[src/rtl/rr_burst_arbiter.sv]
// -----------------------------------------------------------------------------
// rr_burst_arbiter
//   Round-robin burst arbiter. Produces the one-hot select word for a one-hot
//   AND-OR mux. One requester is granted at a time. The grant is held for
//   len+1 accepted beats and then released for one idle cycle. After that the
//   arbiter re-arbitrates, starting the scan at the port after the last winner.
//
// Ports
//   clk           in   rising-edge clock
//   rst_n         in   asynchronous active-low reset
//   req_valid     in   [PORT_NUM]            per-port request / beat valid
//   req_len       in   [PORT_NUM*LEN_WIDTH]  per-port burst length-1
//   req_ready     out  [PORT_NUM]            beat accepted = grant & out_ready
//   grant_onehot  out  [PORT_NUM]            registered one-hot grant, 0 when idle
//   out_valid     out                        granted port has a valid beat
//   out_ready     in                         downstream accepts current beat
//   burst_done    out                        1-cycle pulse after the last beat
//   busy          out                        high while a burst is in flight
// -----------------------------------------------------------------------------
module rr_burst_arbiter #(
   parameter int PORT_NUM  = 3,
   parameter int LEN_WIDTH = 4
) (
   input  logic                          clk,
   input  logic                          rst_n,
   input  logic [PORT_NUM-1:0]           req_valid,
   input  logic [PORT_NUM*LEN_WIDTH-1:0] req_len,
   output logic [PORT_NUM-1:0]           req_ready,
   output logic [PORT_NUM-1:0]           grant_onehot,
   output logic                          out_valid,
   input  logic                          out_ready,
   output logic                          burst_done,
   output logic                          busy
);

   localparam int                PTR_W   = $clog2(PORT_NUM);
   localparam logic [PTR_W:0]    LP_NUM  = (PTR_W+1)'(PORT_NUM);
   localparam logic [PTR_W-1:0]  LP_LAST = PTR_W'(PORT_NUM - 1);

   typedef enum logic {
      ST_IDLE,
      ST_BURST
   } state_t;

   state_t                r_state;
   logic [PORT_NUM-1:0]   r_grant;
   logic [LEN_WIDTH-1:0]  r_cnt;      // beats remaining after the current one
   logic [PTR_W-1:0]      r_ptr;      // highest-priority port for next arbitration
   logic [PTR_W-1:0]      r_winner;   // index of the port holding the grant
   logic                  r_done;

   logic                  w_found;
   logic [PTR_W-1:0]      w_win_idx;
   logic [PORT_NUM-1:0]   w_win_oh;
   logic [PTR_W:0]        w_sum;
   logic                  w_beat;

   // Scan from r_ptr upward, wrapping at PORT_NUM-1. The first asserted
   // request wins.
   always_comb begin
      // NOTE: every variable gets a default before any conditional assignment,
      // so no path leaves it unassigned and no latch is inferred.
      w_found   = 1'b0;
      w_win_idx = '0;
      w_win_oh  = '0;
      w_sum     = '0;
      for (int k = 0; k < PORT_NUM; k++) begin
         w_sum = {1'b0, r_ptr} + (PTR_W+1)'(k);
         if (w_sum >= LP_NUM) begin
            w_sum = w_sum - LP_NUM;
         end
         if (!w_found && req_valid[w_sum[PTR_W-1:0]]) begin
            w_found   = 1'b1;
            w_win_idx = w_sum[PTR_W-1:0];
         end
      end
      for (int i = 0; i < PORT_NUM; i++) begin
         w_win_oh[i] = w_found && (w_win_idx == PTR_W'(i));
      end
   end

   // Outputs combinational from the registered grant only.
   assign out_valid    = |(r_grant & req_valid);
   assign req_ready    = r_grant & {PORT_NUM{out_ready}};
   assign w_beat       = out_valid & out_ready;
   assign grant_onehot = r_grant;
   assign burst_done   = r_done;
   assign busy         = (r_state == ST_BURST);

   // NOTE: the reset is asynchronous, so a reset mid-burst drops the grant
   // at once without waiting for a clock edge.
   always_ff @(posedge clk or negedge rst_n) begin
      if (!rst_n) begin
         r_state  <= ST_IDLE;
         r_grant  <= '0;
         r_cnt    <= '0;
         r_ptr    <= '0;
         r_winner <= '0;
         r_done   <= 1'b0;
      end else begin
         // NOTE: non-blocking assignments. Every register updates from
         // pre-edge values, whatever the statement order.
         r_done <= 1'b0;
         case (r_state)
            ST_IDLE: begin
               if (w_found) begin
                  r_grant  <= w_win_oh;
                  // Length is captured here only. Later changes do not
                  // affect this burst.
                  r_cnt    <= req_len[w_win_idx*LEN_WIDTH +: LEN_WIDTH];
                  r_winner <= w_win_idx;
                  r_state  <= ST_BURST;
               end
            end
            ST_BURST: begin
               if (w_beat) begin
                  if (r_cnt != '0) begin
                     r_cnt <= r_cnt - 1'b1;
                  end else begin
                     r_grant <= '0;
                     r_done  <= 1'b1;
                     r_ptr   <= (r_winner == LP_LAST) ? '0 : r_winner + 1'b1;
                     r_state <= ST_IDLE;
                  end
               end
            end
            default: begin
               r_grant <= '0;
               r_state <= ST_IDLE;
            end
         endcase
      end
   end

endmodule

[config.mk]
export PLATFORM = sky130hd
export DESIGN_NAME = rr_burst_arbiter
export DESIGN_NICKNAME = d
export VERILOG_FILES = /design/src/rtl/rr_burst_arbiter.sv
export SDC_FILE = /design/constraint.sdc
export NUM_CORES = 1
export LEC_CHECK = 0
export BUFFER_PORTS_ARGS = -buffer_cell sky130_fd_sc_hd__buf_2
export CORE_UTILIZATION = 40
export CTS_CLUSTER_DIAMETER = 100
export DETAILED_ROUTE_END_ITERATION = 8
export SETUP_SLACK_MARGIN = 0.4
export SLEW_MARGIN = 20
export SYNTH_ARGS = -nofsm -noshare
export SYNTH_HDL_FRONTEND = slang
export SYNTH_SLANG_ARGS = --single-unit
export TNS_END_PERCENT = 1
[constraint.sdc]
create_clock -name clk -period 3.8 [get_ports clk]
set_clock_uncertainty 0.2 [all_clocks]
set_input_delay 0.19 -clock clk [delete_from_list [all_inputs] [get_ports clk]]
set_output_delay 0.19 -clock clk [all_outputs]
set_load 0.02 [all_outputs]
# After elaboration in Yosys (flattened, before gate mapping)
# Index checks and enable logic that the tools add are counted.
dict set report classes {
  order_cmp 6
  shift 1
  mux 31
  n_reduce_logical 14
  addsub 7
  n_eq_ne 7
  n_bitwise 5
}
# cell n
set op_table {}
lappend op_table {{two-way mux 2 bit} 7}
lappend op_table {{two-way mux 1 bit} 12}
lappend op_table {{two-way mux 4 bit} 3}
lappend op_table {{variable part select 12 x 5 -> 4 bit} 1}
lappend op_table {{< comparator 2 x 3 -> 1 bit (second input constant)} 3}
lappend op_table {{two-way mux 3 bit} 3}
lappend op_table {{AND reduction 3 bit} 3}
lappend op_table {{case mux 4 bit (2 select lines)} 1}
lappend op_table {{AND 3 bit} 2}
lappend op_table {{binary-select mux 1 bit (select 2 bit)} 3}
lappend op_table {{>= comparator 3 x 2 -> 1 bit (second input constant)} 2}
lappend op_table {{case mux 3 bit (2 select lines)} 1}
lappend op_table {{subtractor 2 bit (second input constant)} 3}
lappend op_table {{logical AND 1 bit} 5}
lappend op_table {{equality test 2 bit (second input constant)} 2}
lappend op_table {{inequality test 2 x 1 -> 1 bit (second input constant)} 2}
lappend op_table {{inequality test 2 bit (second input constant)} 2}
lappend op_table {{nonzero test 4 bit} 1}
lappend op_table {{subtractor 4 x 1 -> 4 bit (second input constant)} 1}
lappend op_table {{adder 2 x 1 -> 3 bit (second input constant)} 1}
lappend op_table {{adder 2 x 2 -> 3 bit (second input constant)} 1}
lappend op_table {{OR reduction 3 bit} 1}
lappend op_table {{adder 2 x 1 -> 2 bit (second input constant)} 1}
lappend op_table {{equality test 2 x 1 -> 1 bit (second input constant)} 1}
lappend op_table {{7 further kinds} 9}
dict set report word_totals {
  elab_cells 77
  ff_bits 13
  in_bits 18
}

# Depth between registers and ports, before layout
dict set report logic_depth {
  word_depth 15
  mapped_depth 10
}

# Worst setup path after synthesis
# Ideal clock, no wire load.
dict set report synth_path {
  path_type {register -> register}
  from {reg r_ptr[0]}
  to {reg r_cnt[2]}
  n_path_buf 1
  setup_slack_ns 1.542
  t_required_ns 3.474
  arrival_ns 1.932
  path_stages_with_launch 10
  synth_period_minus_slack_ns 2.258
  path_cell_list {dfrtp_1 > inv_1 > ha_1 > mux2i_1 > a2bb2oi_2 > a31oi_1 > buf_6 > or2b_2 > a21oi_1 > a31oi_1}
}
dict set report synth_via {
  elab_chain_len 14
  word_cells_on_any_way 32
  cone_classes {add/sub (5); order compare (3); eq/ne (1); shift (1); mux (17); reduce/logical (5)}
}
# element line_no
set synth_lines {}
lappend synth_lines {{start: declaration} 48} ;# logic [PTR_W-1:0] r_ptr;
lappend synth_lines {{start signal: assignment} 122} ;# r_ptr <= (r_winner == LP_LAST) ? '0 : r_winner + 1'b1;
lappend synth_lines {{branches (longest 14 deep; another with adder 2 x 1 -> 3 bit)} --}
lappend synth_lines {{end signal: assignment} 110} ;# r_cnt <= req_len[w_win_idx*LEN_WIDTH +: LEN_WIDTH];
lappend synth_lines {{end signal: assignment} 118} ;# r_cnt <= r_cnt - 1'b1;
lappend synth_lines {{end: declaration} 47} ;# logic [LEN_WIDTH-1:0] r_cnt;
# Several ways; the timed one is not identified. The select of a mux whose other input is x is not followed.
# A chain may end at the register's enable or synchronous reset.

# Worst setup path in the final report
dict set report layout_path {
  from {reg r_ptr[0]}
  to {reg r_cnt[3]}
}
# The elaborated chain is that of the path after synthesis.

==> summary.md <==
| Metric | Value |
|---|---|
| Status | finished, final reports clean |
| Nets@finish | 163 |
| Net Count, Synth | ~130 |
| CTS Buf Count | 3 |
| Top cell type's share of synthesized area | 0.321 |
| Setup TNS | 0 ns |
| Ys Warns | 0 |
| I/O pins | 27 |
| Dpl hpwl | 1.84 mm |
| Hold Path Depth | 3 |
| DRC | 0 |
| Slew headroom | 0.430 |
| GR Util All Layers | 0.197 |
| Synth Area in Adders | 0.0617 |
| Largest net degree at the start of global routing | 14 |
| Synthesized instance count | 110 |
| CTS tree | yes |
| Ant diodes | 0 |
| IR drop worst, VDD | 0.000396 V |
| Place WS | 1.06 ns |
| Clk_lat worst skew | 0.27 ns |
| Share of layout cells above drive strength 1 | 0.309 |
| Die area | 2740 um2 |
| CTS H-tree lvls | 1 |
| Synth async-reset ratio | 1.00 |
| Most frequent cell after synthesis | dfrtp_1 |
| Worst Reg-to-Reg Cells | 8 |
| Max stage delay on crit path | 0.66 ns |
| Endpoint of the worst register-to-register path | r_cnt[3] |
| Worst Min Path Start | req_len[11] |
| Seq/Total Area, Yosys | 0.321 |
| ANT nets after route | 0 |
| Synth area leader | dfrtp_1 |
| Synth Area in Compound Gates | 0.222 |
| Syn Area/Cell | 9.22 um2 |
| Area delta synth->final | 17.6% |
| Most frequent cells after synthesis | dfrtp_1, nand2_1, inv_1 |
| Vias | 910 |
| Final worst path period need | 2.78 ns |
| Static leakage | 0.571 nW |
| Worst R2R Start | r_ptr[0] |
| Post-Synth Simple-Gate Area | 0.211 |
| Gpl congestion | 0.880 |
| Hold Path Class | input pin to register |
| Rows | 17 |
| Final setup fails | 0 |
| Largest cells by area after synthesis | dfrtp_1, mux2i_1, ha_1 |
| Remaining Overflow, GRT | 0 |
| Pwr dens | 744 nW/um2 |
| CP arrival | 2.76 ns |
| Synthesized area | 1010 um2 |
| Clock sinks | 13 |
| Setup crit end kind | register |
| Hold Slack | 0.0228 ns |
| First-pass GRT wire length | 3.91 mm |
| WP buf/inv | 1 |
| Synth Flop Type | dfrtp_1 |
| Initial antenna violation count | 0 |
| Xor/xnor share of the synthesized area | 0 |
| Crit path required time | 3.78 ns |
| CP cell instances | inv_1, ha_1, mux2i_1, o21a_1, a31oi_1, or2_2, o22ai_1, a211oi_1 |
| Die X | approximately 52 um |
| Fill cells | 220 |
| Mux share of post-synthesis cell area | 0.122 |
| Critical-path maximum fanout | 11 |
| DR iter-0 viols | 35 |
| Sink of the worst hold path | r_cnt[3] |
| Synth unique cells | 38 |
| Vias/cell | 5.45 |
| DR pass1 iterations | 4 |
| Core box area | between 2000 and 2500 um2 |
| Setup repair bufs after CTS | 0 |
| Max clock buf depth | 2 |
| CTS root buf | clkbuf_4 |
| WS Path Type | register to register |
| Reg clk slew, reported paths | 0.08 ns |
| Tcrit/Tclk final | 0.732 |
| Post-Route Utilization | 0.520 |
| RSZ-0062 raised after global routing | false |
| Starting Density | 0.442 |
| Delay-heaviest family, CP | compound AO/OA/AOI/OAI gates |
| Largest family of logic cells by synthesized area | compound AO/OA/AOI/OAI gates |
| CTS resizes | 0 |
| Seq cells post-synth | 13 |
| Worst setup margin | approximately 1.0 ns |
| Max cap viols | 0 |
| Wirelength per Cell | between 10 and 15 um |
| Pins Over Slew Limit | 0 |
| Setup crit start kind | register |
| Slew @ Worst Pin | 0.851 ns |
| Routed WL | 2.38 mm |
| Die height | 52.4 um |
| Reg2reg setup slack | 1.02 ns |
| Port-buffer cells | 26 |
| Final hold vios | 0 |
| Slowest CP cell | a31oi_1 |
| Post-synth EDFFs | 0 |
| Vias in the first global route | approximately 840 |
| Maximum clock frequency | 360 MHz |
## cells by family (layout without fill, tap and decap cells)
logic type	Yosys count	after routing
compound gates	28	28
fa+ha+maj	5	5
simple gates	39	39
mux	12	12
flops	13	13
buf+inv	13	42
## power breakdown
part	internal (mW)	switching [mW]	leakage [nW]
logic	0.242	0.319	0.398
registers	0.191	0.0501	0.158
clock network	0.0406	0.0455	0.0150
## cell usage in the layout (no fill, tap or decap), drive strengths merged
master	Yosys	final
a211oi	1	1
dfrtp	13	13
nand3b	2	2
nor3b	3	3
o32a	1	1
nand2	11	11
ha	5	5
a222oi	1	1
or2	1	1
inv	11	11
o21ai	8	8
or3	2	2
mux2i	9	9
o21a	1	1
a31oi	3	3
nand2b	1	1
a32o	1	1
a22oi	2	2
o221ai	2	2
buf	2	26
mux2	3	3
or4b	1	1
or2b	1	1
and2b	1	1
clkbuf	0	4
nor2	7	7
a2bb2oi	1	1
nor3	2	2
o31ai	1	1
dlygate4sd3	0	1
and2	5	5
nor2b	2	2
a21oi	4	4
o22ai	2	2
## per-stage QoR
step | std cells | area [um2] | power [mW]
detailed placement | 162 | 1160 | 0.799
global placement | 162 | 1160 | 0.794
floorplan | 110 | 1010 | 0.679
finish | 167 | 1190 | 0.888
CTS | 167 | 1190 | 0.888
global route | 167 | 1190 | 0.965
## registers in the layout (all words and copies together), names as in the netlist
signal / cells
grant_onehot: 3
r_winner: 2
r_ptr: 2
busy: 1
r_cnt: 4
burst_done: 1
## worst reg2reg max path, delay by kind of cell (launching register included)
kind / cells / cell delay (ns)
DFF: 1 / 0.40
AOI/OAI and AO/OA: 4 / 1.17
muxes: 1 / 0.16
adders and majority gates: 1 / 0.39
and+or+nand+nor: 1 / 0.26
buffers and inverters: 1 / 0.11
## final cells by class
class	instances	area, um2	area share
Clock buffer	4	26.3	0.0220
Inverter	11	41.3	0.0346
Multi-Input combinational cell	84	626	0.524
Sequential cell	13	325	0.273
Tap cell	28	35.0	0.0294
Timing Repair Buffer	27	140	0.117
## layer usage
layer	track usage	wire length (um)
met5	0	0
met4	0.0526	14
met3	0.0290	135
met2	0.291	1010
met1	0.295	1220
## repair_timing
action,4_1_cts,5_1_grt
hold endpoints to repair,13,0
hold buffers,1,0
setup endpoints to repair,0,0
## worst max path at each step
| stage | to | cells past startpoint | slack [ns] | start |
|---|---|---|---|---|
| 3_3_place_gp | r_cnt[3] | 7 | 1.16 | r_ptr[0] |
| 4_1_cts | r_cnt[3] | 8 | 1.05 | r_ptr[0] |
| 5_1_grt | r_cnt[1] | 8 | 0.74 | r_ptr[0] |
| 3_5_place_dp | r_cnt[3] | 8 | 1.06 | r_ptr[0] |
| 2_1_floorplan | r_cnt[2] | 9 | 1.54 | r_ptr[0] |
| 6_report | r_cnt[3] | 8 | 1.02 | r_ptr[0] |
No activity file was read; power rests on OpenSTA's default activity.
